$ cat config.mk
export PLATFORM = sky130hd
export DESIGN_NAME = manch_rx
export DESIGN_NICKNAME = d
export VERILOG_FILES = /design/src/rtl/manch_rx.sv
export SDC_FILE = /design/constraint.sdc
export NUM_CORES = 1
export LEC_CHECK = 0
export ABC_AREA = 0
export BUFFER_PORTS_ARGS = -buffer_cell sky130_fd_sc_hd__buf_4
export CAP_MARGIN = 40
export CORE_ASPECT_RATIO = 1.5
export CORE_MARGIN = 8
export CORE_UTILIZATION = 28
export CTS_CLUSTER_DIAMETER = 120
export DETAILED_ROUTE_END_ITERATION = 8
export PLACE_DENSITY = 0.51
export SYNTH_ARGS = -nofsm -noshare
export SYNTH_HDL_FRONTEND = slang
export SYNTH_SLANG_ARGS = --single-unit
$ cat constraint.sdc
create_clock -name clk -period 5.5 [get_ports clk]
set_input_delay 0.275 -clock clk [delete_from_list [all_inputs] [get_ports clk]]
set_output_delay 0.275 -clock clk [all_outputs]
set_load 0.01 [all_outputs]
$ cat src/rtl/manch_rx.sv
// manch_rx: oversampled Manchester receiver with preamble lock and word output.
// Two states: HUNT qualifies preamble bit intervals until LOCK_BITS are seen,
// then LOCK decodes mid-bit edges into DATA_W-bit words, MSB first.
// Optional feature: define MANCH_RX_ERRCNT_EN to add a saturating 8-bit
// err_cnt output that counts error pulses and is cleared only by rst.
module manch_rx #(
  parameter int OSR       = 8,
  parameter int DATA_W    = 8,
  parameter int LOCK_BITS = 4,
  parameter int POLARITY  = 0
) (
  input  logic              clk,
  input  logic              rst,
  input  logic              din,
  input  logic              enable,
  output logic [DATA_W-1:0] dout,
  output logic              dout_valid,
  output logic              error,
  output logic              locked
`ifdef MANCH_RX_ERRCNT_EN
  ,
  output logic [7:0]        err_cnt
`endif
);

  localparam int PH_SAT = (5 * OSR) / 4;
  localparam int PH_W   = $clog2(PH_SAT + 1);
  localparam int BC_W   = (DATA_W > 1) ? $clog2(DATA_W) : 1;

  localparam logic [PH_W-1:0] PH_SAT_V  = PH_W'(PH_SAT);
  localparam logic [PH_W-1:0] PH_MID_V  = PH_W'((3 * OSR) / 4);
  localparam logic [PH_W-1:0] PH_BND_V  = PH_W'(OSR / 4);
  localparam logic [3:0]      QUAL_LAST = 4'(LOCK_BITS - 1);
  localparam logic [BC_W-1:0] BIT_LAST  = BC_W'(DATA_W - 1);

  typedef enum logic {HUNT, LOCK} state_t;

  state_t            state_q, state_d;
  logic              sync1_q, sync2_q, sync3_q;
  logic [PH_W-1:0]   phase_q;
  logic [3:0]        qual_q;
  logic [BC_W-1:0]   bit_cnt_q;
  logic [DATA_W-1:0] shreg_q;

  logic              edge_det, edge_fall, rx_bit, ph_sat, ph_late;
  logic              ev_mid, ev_glitch, ev_tmo, ev_lock, word_done, accept;
  logic              valid_d, err_d;
  logic [DATA_W-1:0] word_nxt;

  // Edge detection on the synchronised line; sync3_q is the previous sample.
  assign edge_det  = sync2_q ^ sync3_q;
  assign edge_fall = sync3_q & ~sync2_q;
  assign rx_bit    = (POLARITY != 0) ? ~edge_fall : edge_fall;

  // phase_q is 0 in the cycle after an accepted edge and saturates at PH_SAT.
  assign ph_sat  = (phase_q == PH_SAT_V);
  assign ph_late = (phase_q >= PH_MID_V);

  // LOCK events. An edge earlier than a quarter bit (including phase 0, which
  // only a glitch can produce) is treated as a glitch.
  assign ev_mid    = (state_q == LOCK) && edge_det && ph_late;
  assign ev_glitch = (state_q == LOCK) && edge_det && (phase_q < PH_BND_V);
  assign ev_tmo    = (state_q == LOCK) && !edge_det && ph_sat;
  assign ev_lock   = (state_q == HUNT) && edge_det && ph_late && (qual_q == QUAL_LAST);
  assign word_done = ev_mid && (bit_cnt_q == BIT_LAST);

  // HUNT restarts phase on every edge; LOCK only on mid-bit edges, so
  // bit-boundary edges leave the bit timing untouched.
  assign accept   = ((state_q == HUNT) && edge_det) || ev_mid || ev_glitch;
  assign word_nxt = (shreg_q << 1) | DATA_W'(rx_bit);

  // State register.
  always_ff @(posedge clk or posedge rst) begin
    if (rst) state_q <= HUNT;
    else     state_q <= state_d;
  end

  // Next-state logic: enable low wins over every event.
  // NOTE: combinational blocks assign a default first so no path infers a latch.
  always_comb begin
    state_d = state_q;
    if (!enable) begin
      state_d = HUNT;
    end else begin
      case (state_q)
        HUNT:    if (ev_lock) state_d = LOCK;
        LOCK:    if (ev_glitch || ev_tmo) state_d = HUNT;
        default: state_d = HUNT;
      endcase
    end
  end

  // Output decode: locked follows the state, pulses are registered next cycle.
  always_comb begin
    locked  = (state_q == LOCK);
    valid_d = enable && word_done;
    err_d   = enable && (ev_glitch || ev_tmo);
  end

  // Synchroniser, phase/qualification/bit counters and shift register.
  // NOTE: sequential state uses non-blocking assignments so every flop samples
  // pre-edge values, independent of statement order.
  always_ff @(posedge clk or posedge rst) begin
    if (rst) begin
      sync1_q   <= 1'b0;
      sync2_q   <= 1'b0;
      sync3_q   <= 1'b0;
      phase_q   <= '0;
      qual_q    <= '0;
      bit_cnt_q <= '0;
      shreg_q   <= '0;
    end else begin
      sync1_q <= din;
      sync2_q <= sync1_q;
      sync3_q <= sync2_q;
      if (!enable) begin
        phase_q   <= '0;
        qual_q    <= '0;
        bit_cnt_q <= '0;
      end else begin
        if (accept)       phase_q <= '0;
        else if (!ph_sat) phase_q <= phase_q + 1'b1;

        if (state_q == HUNT) begin
          bit_cnt_q <= '0;
          if (edge_det) qual_q <= (ph_late && !ev_lock) ? qual_q + 4'd1 : 4'd0;
          else if (ph_sat) qual_q <= '0;
        end else begin
          qual_q <= '0;
          if (ev_glitch || ev_tmo) begin
            bit_cnt_q <= '0;
          end else if (ev_mid) begin
            shreg_q   <= word_nxt;
            bit_cnt_q <= word_done ? '0 : bit_cnt_q + 1'b1;
          end
        end
      end
    end
  end

  // Output registers: dout holds between words, pulses last one cycle.
  always_ff @(posedge clk or posedge rst) begin
    if (rst) begin
      dout       <= '0;
      dout_valid <= 1'b0;
      error      <= 1'b0;
    end else begin
      dout_valid <= valid_d;
      error      <= err_d;
      if (valid_d) dout <= word_nxt;
    end
  end

`ifdef MANCH_RX_ERRCNT_EN
  // Saturating count of error pulses; only rst clears it.
  always_ff @(posedge clk or posedge rst) begin
    if (rst)                          err_cnt <= '0;
    else if (err_d && err_cnt != 8'hFF) err_cnt <= err_cnt + 8'd1;
  end
`endif

endmodule
Word-level counts from Yosys, hierarchy flattened
Cells that the tools add are included.
{"block": "classes", "n_mul": 0, "addsub": 3, "reduce_logical": 18, "div_mod_pow": 0, "n_mux": 17, "order_cmp": 2, "bitwise_logic": 6, "eq_ne": 6, "shift": 0}
{"op": "2-to-1 mux 4 bit", "n": 8}
{"op": "2-to-1 mux 3 bit", "n": 5}
{"op": "logical AND 1 bit", "n": 12}
{"op": "adder 4 x 1 -> 4 bit, second input constant", "n": 2}
{"op": "OR 8 x 1 -> 8 bit", "n": 1}
{"op": "equality test 4 x 2 -> 1 bit, second input constant", "n": 1}
{"op": "equality test 4 bit, second input constant", "n": 1}
{"op": ">= comparator 4 x 3 -> 1 bit, second input constant", "n": 1}
{"op": "less-than comparator 4 x 2 -> 1 bit, second input constant", "n": 1}
{"op": "inequality test 4 x 1 -> 1 bit, second input constant", "n": 1}
{"op": "inequality test 4 x 2 -> 1 bit, second input constant", "n": 1}
{"op": "AND reduction 4 bit", "n": 1}
{"op": "adder 3 x 1 -> 3 bit, second input constant", "n": 1}
{"op": "equality test 3 bit, second input constant", "n": 1}
{"op": "logical OR 1 bit", "n": 3}
{"op": "2-to-1 mux 1 bit", "n": 3}
{"op": "inequality test 3 x 2 -> 1 bit, second input constant", "n": 1}
{"op": "NOT 1 bit", "n": 3}
{"op": "logical NOT 1 bit", "n": 2}
{"op": "case mux 1 bit (2 select lines)", "n": 1}
{"op": "bitwise AND 1 bit", "n": 1}
{"op": "XOR 1 bit", "n": 1}
{"block": "totals", "ff_bits": 32, "output_inout_bits": 11, "elab_cells": 63, "latch_bits": 0, "ram_bits": 0, "romBits": 0, "n_memories": 0, "inputBits": 4}

Depth between registers and ports, before layout
{"block": "logic_depth", "word_depth": 10, "depth_mapped": 7, "ltp_nobuf": 6}

Least setup slack after synthesis
OpenSTA, ideal clock, no wires.
{"block": "synth_timing", "path_type": "flip-flop to flip-flop", "from": "register phase_q[1]", "to": "register dout[0]", "setup_slack_ns": 3.513, "path_stages_with_launch": 7, "setup_time_ns": 0.125, "synth_period_minus_slack_ns": 1.987, "path_buffers": 1, "required_time_ns": 5.375, "arrival_time_ns": 1.861, "cell_sequence": "dfrtp_1 -> ha_1 -> o21ai_2 -> a211oi_4 -> and2_4 -> buf_12 -> mux2_4"}
{"block": "synth_between", "elab_chain_len": 4}
{"element": "start: declaration", "line": "40", "text": "logic [PH_W-1:0] phase_q;"}
{"element": "start signal: assignment", "line": "122", "text": "else if (!ph_sat) phase_q <= phase_q + 1'b1;"}
{"element": ">= comparator 4 x 3 -> 1 bit", "line": "57", "text": "assign ph_late = (phase_q >= PH_MID_V);"}
{"element": "logical AND 1 bit", "line": "61", "text": "assign ev_mid = (state_q == LOCK) && edge_det && ph_late;"}
{"element": "logical AND 1 bit", "line": "65", "text": "assign word_done = ev_mid && (bit_cnt_q == BIT_LAST);"}
{"element": "logical AND 1 bit", "line": "96", "text": "valid_d = enable && word_done;"}
{"element": "via valid_d", "line": "47", "text": "logic valid_d, err_d;"}
{"element": "end signal: assignment", "line": "150", "text": "if (valid_d) dout <= word_nxt;"}
{"element": "end: declaration", "line": "16", "text": "output logic [DATA_W-1:0] dout,"}
The timed path passes the listed nets, and every way through them passes these cells.
A chain may end at the register's enable or synchronous reset.

Worst setup path in the final report
{"block": "layout_timing", "from": "register phase_q[1]", "to": "register dout[0]"}
{"block": "layout_between", "elab_chain_len": 4}
{"element": ">= comparator 4 x 3 -> 1 bit", "line": "57"}
{"element": "logical AND 1 bit", "line": "61"}
{"element": "logical AND 1 bit", "line": "65"}
{"element": "logical AND 1 bit", "line": "96"}
No other way between the ends.

==> impl_metrics.tcl <==
set metrics [dict create \
    ys.flop_type "dfrtp_1" \
    grt_max_degree 33 \
    diodes 0 \
    rsz0062_at_grt "false" \
    regArea_um2 801 \
    dp.cells 201 \
    synthTopCellsByCount "dfrtp_1 (32), inv_1 (8), mux2_2 (8), mux2_4 (8), nand2_1 (8)" \
    vdd_ir_drop_max_mv 0.123 \
    dr.pass1.iters 4 \
    cts.clk_slew.worst_paths_ns 0.06 \
    cts_max_level 2 \
    multi_input_area_um2 627 \
    yosys.area_share.xor_xnor 0.0177 \
    nNetsFinal 150 \
    status "finished, final reports clean" \
    post_cts_buffers 0 \
    maxCapViolCount 0 \
    track_usage 0.0718 \
    synth_fa_ha_area_frac 0.0505 \
    start_util 0.290 \
    clock.fmax_ghz 0.459 \
    vias_per_cell 4.64 \
    layout-drive-gt1-share 0.300 \
    async_flop_share 1.00 \
    min_period_ns 2.18 \
    wl_mm 2.60 \
    holdCritPathClass "input pin to async pin" \
    ys_types 32 \
    finalSetupViolCount 0 \
    grt_first_pass_wirelength_mm 4.44 \
    synth.area.mux_share 0.148 \
    clk_latency_ns 0.27 \
    synthTopCellsByArea "dfrtp_1 (54%), mux2_4 (8.1%), mux2_2 (6.1%)" \
    pin_count 15 \
    ys.warnings.count 0 \
    crit_required_ns 5.66 \
    netlist_area_um2 1490 \
    synth_top_family_by_area "multiplexers" \
    die_w_um 75.5 \
    ctsResizeCount 0 \
    initialDrtViolationCount 28 \
    die_area_um2 7940 \
    synth_cells 121 \
    cts_tree "built" \
    synth_top_area_share 0.539 \
    postRouteAntennaNets 0 \
    end_kind "flop" \
    synth-simple-area-share 0.124 \
    cp_slowest_stage_delay_ns 0.50 \
    cts-hold-fix-buffers 0 \
    drc_errors 0 \
    dp_hpwl_mm 1.93 \
    startpoint_type "flop" \
    crit_family "compound AO/OA/AOI/OAI gates" \
    syn_avg_cell_area_um2 12.3 \
    arrival_ns 2.33 \
    vias 965 \
    area_growth_pct 17.8 \
    instances_no_fill 208 \
    p_comb_frac 0.048 \
    worst-setup-path-type "flop to flop" \
    drv_slew 0 \
    die_h_um 105 \
    ys_ff_latch 32 \
    p_seq_frac 0.532 \
    synth_seq_area_share 0.539 \
    post_drt_wl_per_cell_um 12.5 \
    slowest_stage "dfrtp_1" \
    grt_pass1_vias 981 \
    power_frac_clock 0.420 \
    root_buffer "clkbuf_8" \
    slew_headroom 0.689 \
    cp_max_fo 9 \
    synth_nets 131 \
    yosysMostFrequentCell "dfrtp_1" \
    worst_pin_slew_ns 0.466 \
    io_buffers 14 \
    cts.sinks 32 \
    fin_tns_setup_ns 0 \
    worstPathCellList "ha_1, o21ai_2, a211oi_4, and2_4, mux2_4" \
    p_switching_uw 93.9 \
    rows 32 \
    worst-path-buf-inv 0 \
    switching_share 0.208 \
    synth_edf_count 0 \
    power.leakage_nw 0.821 \
    fin_worst_skew_ns 0.00292 \
    synth_compound_area_frac 0.0816 \
    grt_overflow 0 \
    p_int_uw 357 \
    powerDensity_nw_per_um2 257 \
    hold_violations 0 \
    cts-buffers-inserted 5 \
    period_share 0.396 \
    place_congestion 0.734 \
    antenna_found_initial 0 \
    fill_cells 531 \
    cts_buffer_depth 2 \
    synth_top_cell_by_area "dfrtp_1" \
    core_um2 5120 \
]
## metal layers
layer  routed length, um  vias up  GRT usage
met2                1260       26      0.112
li1                    -      458          -
met1                1120      473     0.0825
met4                  66        0     0.0318
met5                   0        -          0
met3                 148        8     0.0304
## flip-flops by register name, summed over array words and instances, names as in the netlist
signal	flops
bit_cnt_q	3
sync3_q	1
sync2_q	1
dout	8
sync1_q	1
qual_q	4
error	1
shreg_q	7
phase_q	4
dout_valid	1
locked	1
## logic make-up (layout without fill, tap and decap cells)
kind of cell	Yosys count	in the layout
and+or+nand+nor	35	35
DFF	32	32
AOI/OAI and AO/OA	17	17
muxes	17	17
buffers and inverters	11	30
adders and majority gates	6	6
xor gates and xnor gates	3	3
## through the flow
stage	util	area (um^2)	hold WS (ns)	total power, mW	setup WS (ns)
after floorplan	-	1490	0.306	0.259	3.51
after global placement	0.323	1660	0.336	0.265	3.45
after detailed placement	0.323	1660	0.340	0.266	3.35
after CTS	0.342	1750	0.0916	0.459	3.33
after global routing	0.342	1750	0.0898	0.475	3.21
final	0.342	1750	0.0833	0.450	3.32
## power by group through the flow
| stage | sequential [mW] | combinational, mW | clock, mW |
|---|---|---|---|
| floorplan | 0.244 | 0.0159 | 0 |
| global placement | 0.244 | 0.0213 | 0 |
| detailed placement | 0.244 | 0.0221 | 0 |
| CTS | 0.240 | 0.0222 | 0.197 |
| global route | 0.240 | 0.0250 | 0.210 |
| finish | 0.240 | 0.0217 | 0.189 |
## tightest hold or removal path: stages
cell and delay, ns:
buf_4 0.10, inv_1 0.04, buf_4 0.35
## cell usage in the layout (no fill, tap or decap), types with 2 or more instances in the layout
cell | synthesis | layout
o32ai_1 | 2 | 2
nand3b_1 | 3 | 3
nand2b_1 | 2 | 2
nor3_1 | 5 | 5
and3_1 | 2 | 2
a31oi_1 | 2 | 2
xnor2_1 | 2 | 2
a21oi_1 | 3 | 3
inv_1 | 8 | 8
o21ai_0 | 5 | 5
nand2_1 | 8 | 8
nor2_1 | 5 | 5
clkbuf_8 | 0 | 7
dfrtp_1 | 32 | 32
ha_1 | 6 | 6
buf_4 | 0 | 15
nand3_1 | 5 | 5
mux2_2 | 8 | 8
mux2_4 | 8 | 8
## path summary, 6_finish.rpt
| check | startpoint | end | slack [ns] | cells past startpoint |
|---|---|---|---|---|
| max | phase_q[1]$_DFFE_PP0P_ | dout[0]$_DFFE_PP0P_ | 3.32 | 5 |
| min | rst | phase_q[1]$_DFFE_PP0P_ | 0.08 | 3 |
| max reg2reg | phase_q[1]$_DFFE_PP0P_ | dout[0]$_DFFE_PP0P_ | 3.32 | 5 |
| min reg2reg | sync1_q$_DFF_PP0_ | sync2_q$_DFF_PP0_ | 0.35 | 0 |
| max in group asynchronous | rst | dout[3]$_DFFE_PP0P_ | 5.13 | 3 |
| min in group clk | din | sync1_q$_DFF_PP0_ | 0.11 | 1 |
## final cells by class
class,count,area share
tap,68,0.0486
timing repair buffer,15,0.0643
sequential,32,0.457
clock buffer,7,0.0550
multi-input combinational,78,0.358
inverter,8,0.0171
(Power assumes the default switching activity.)
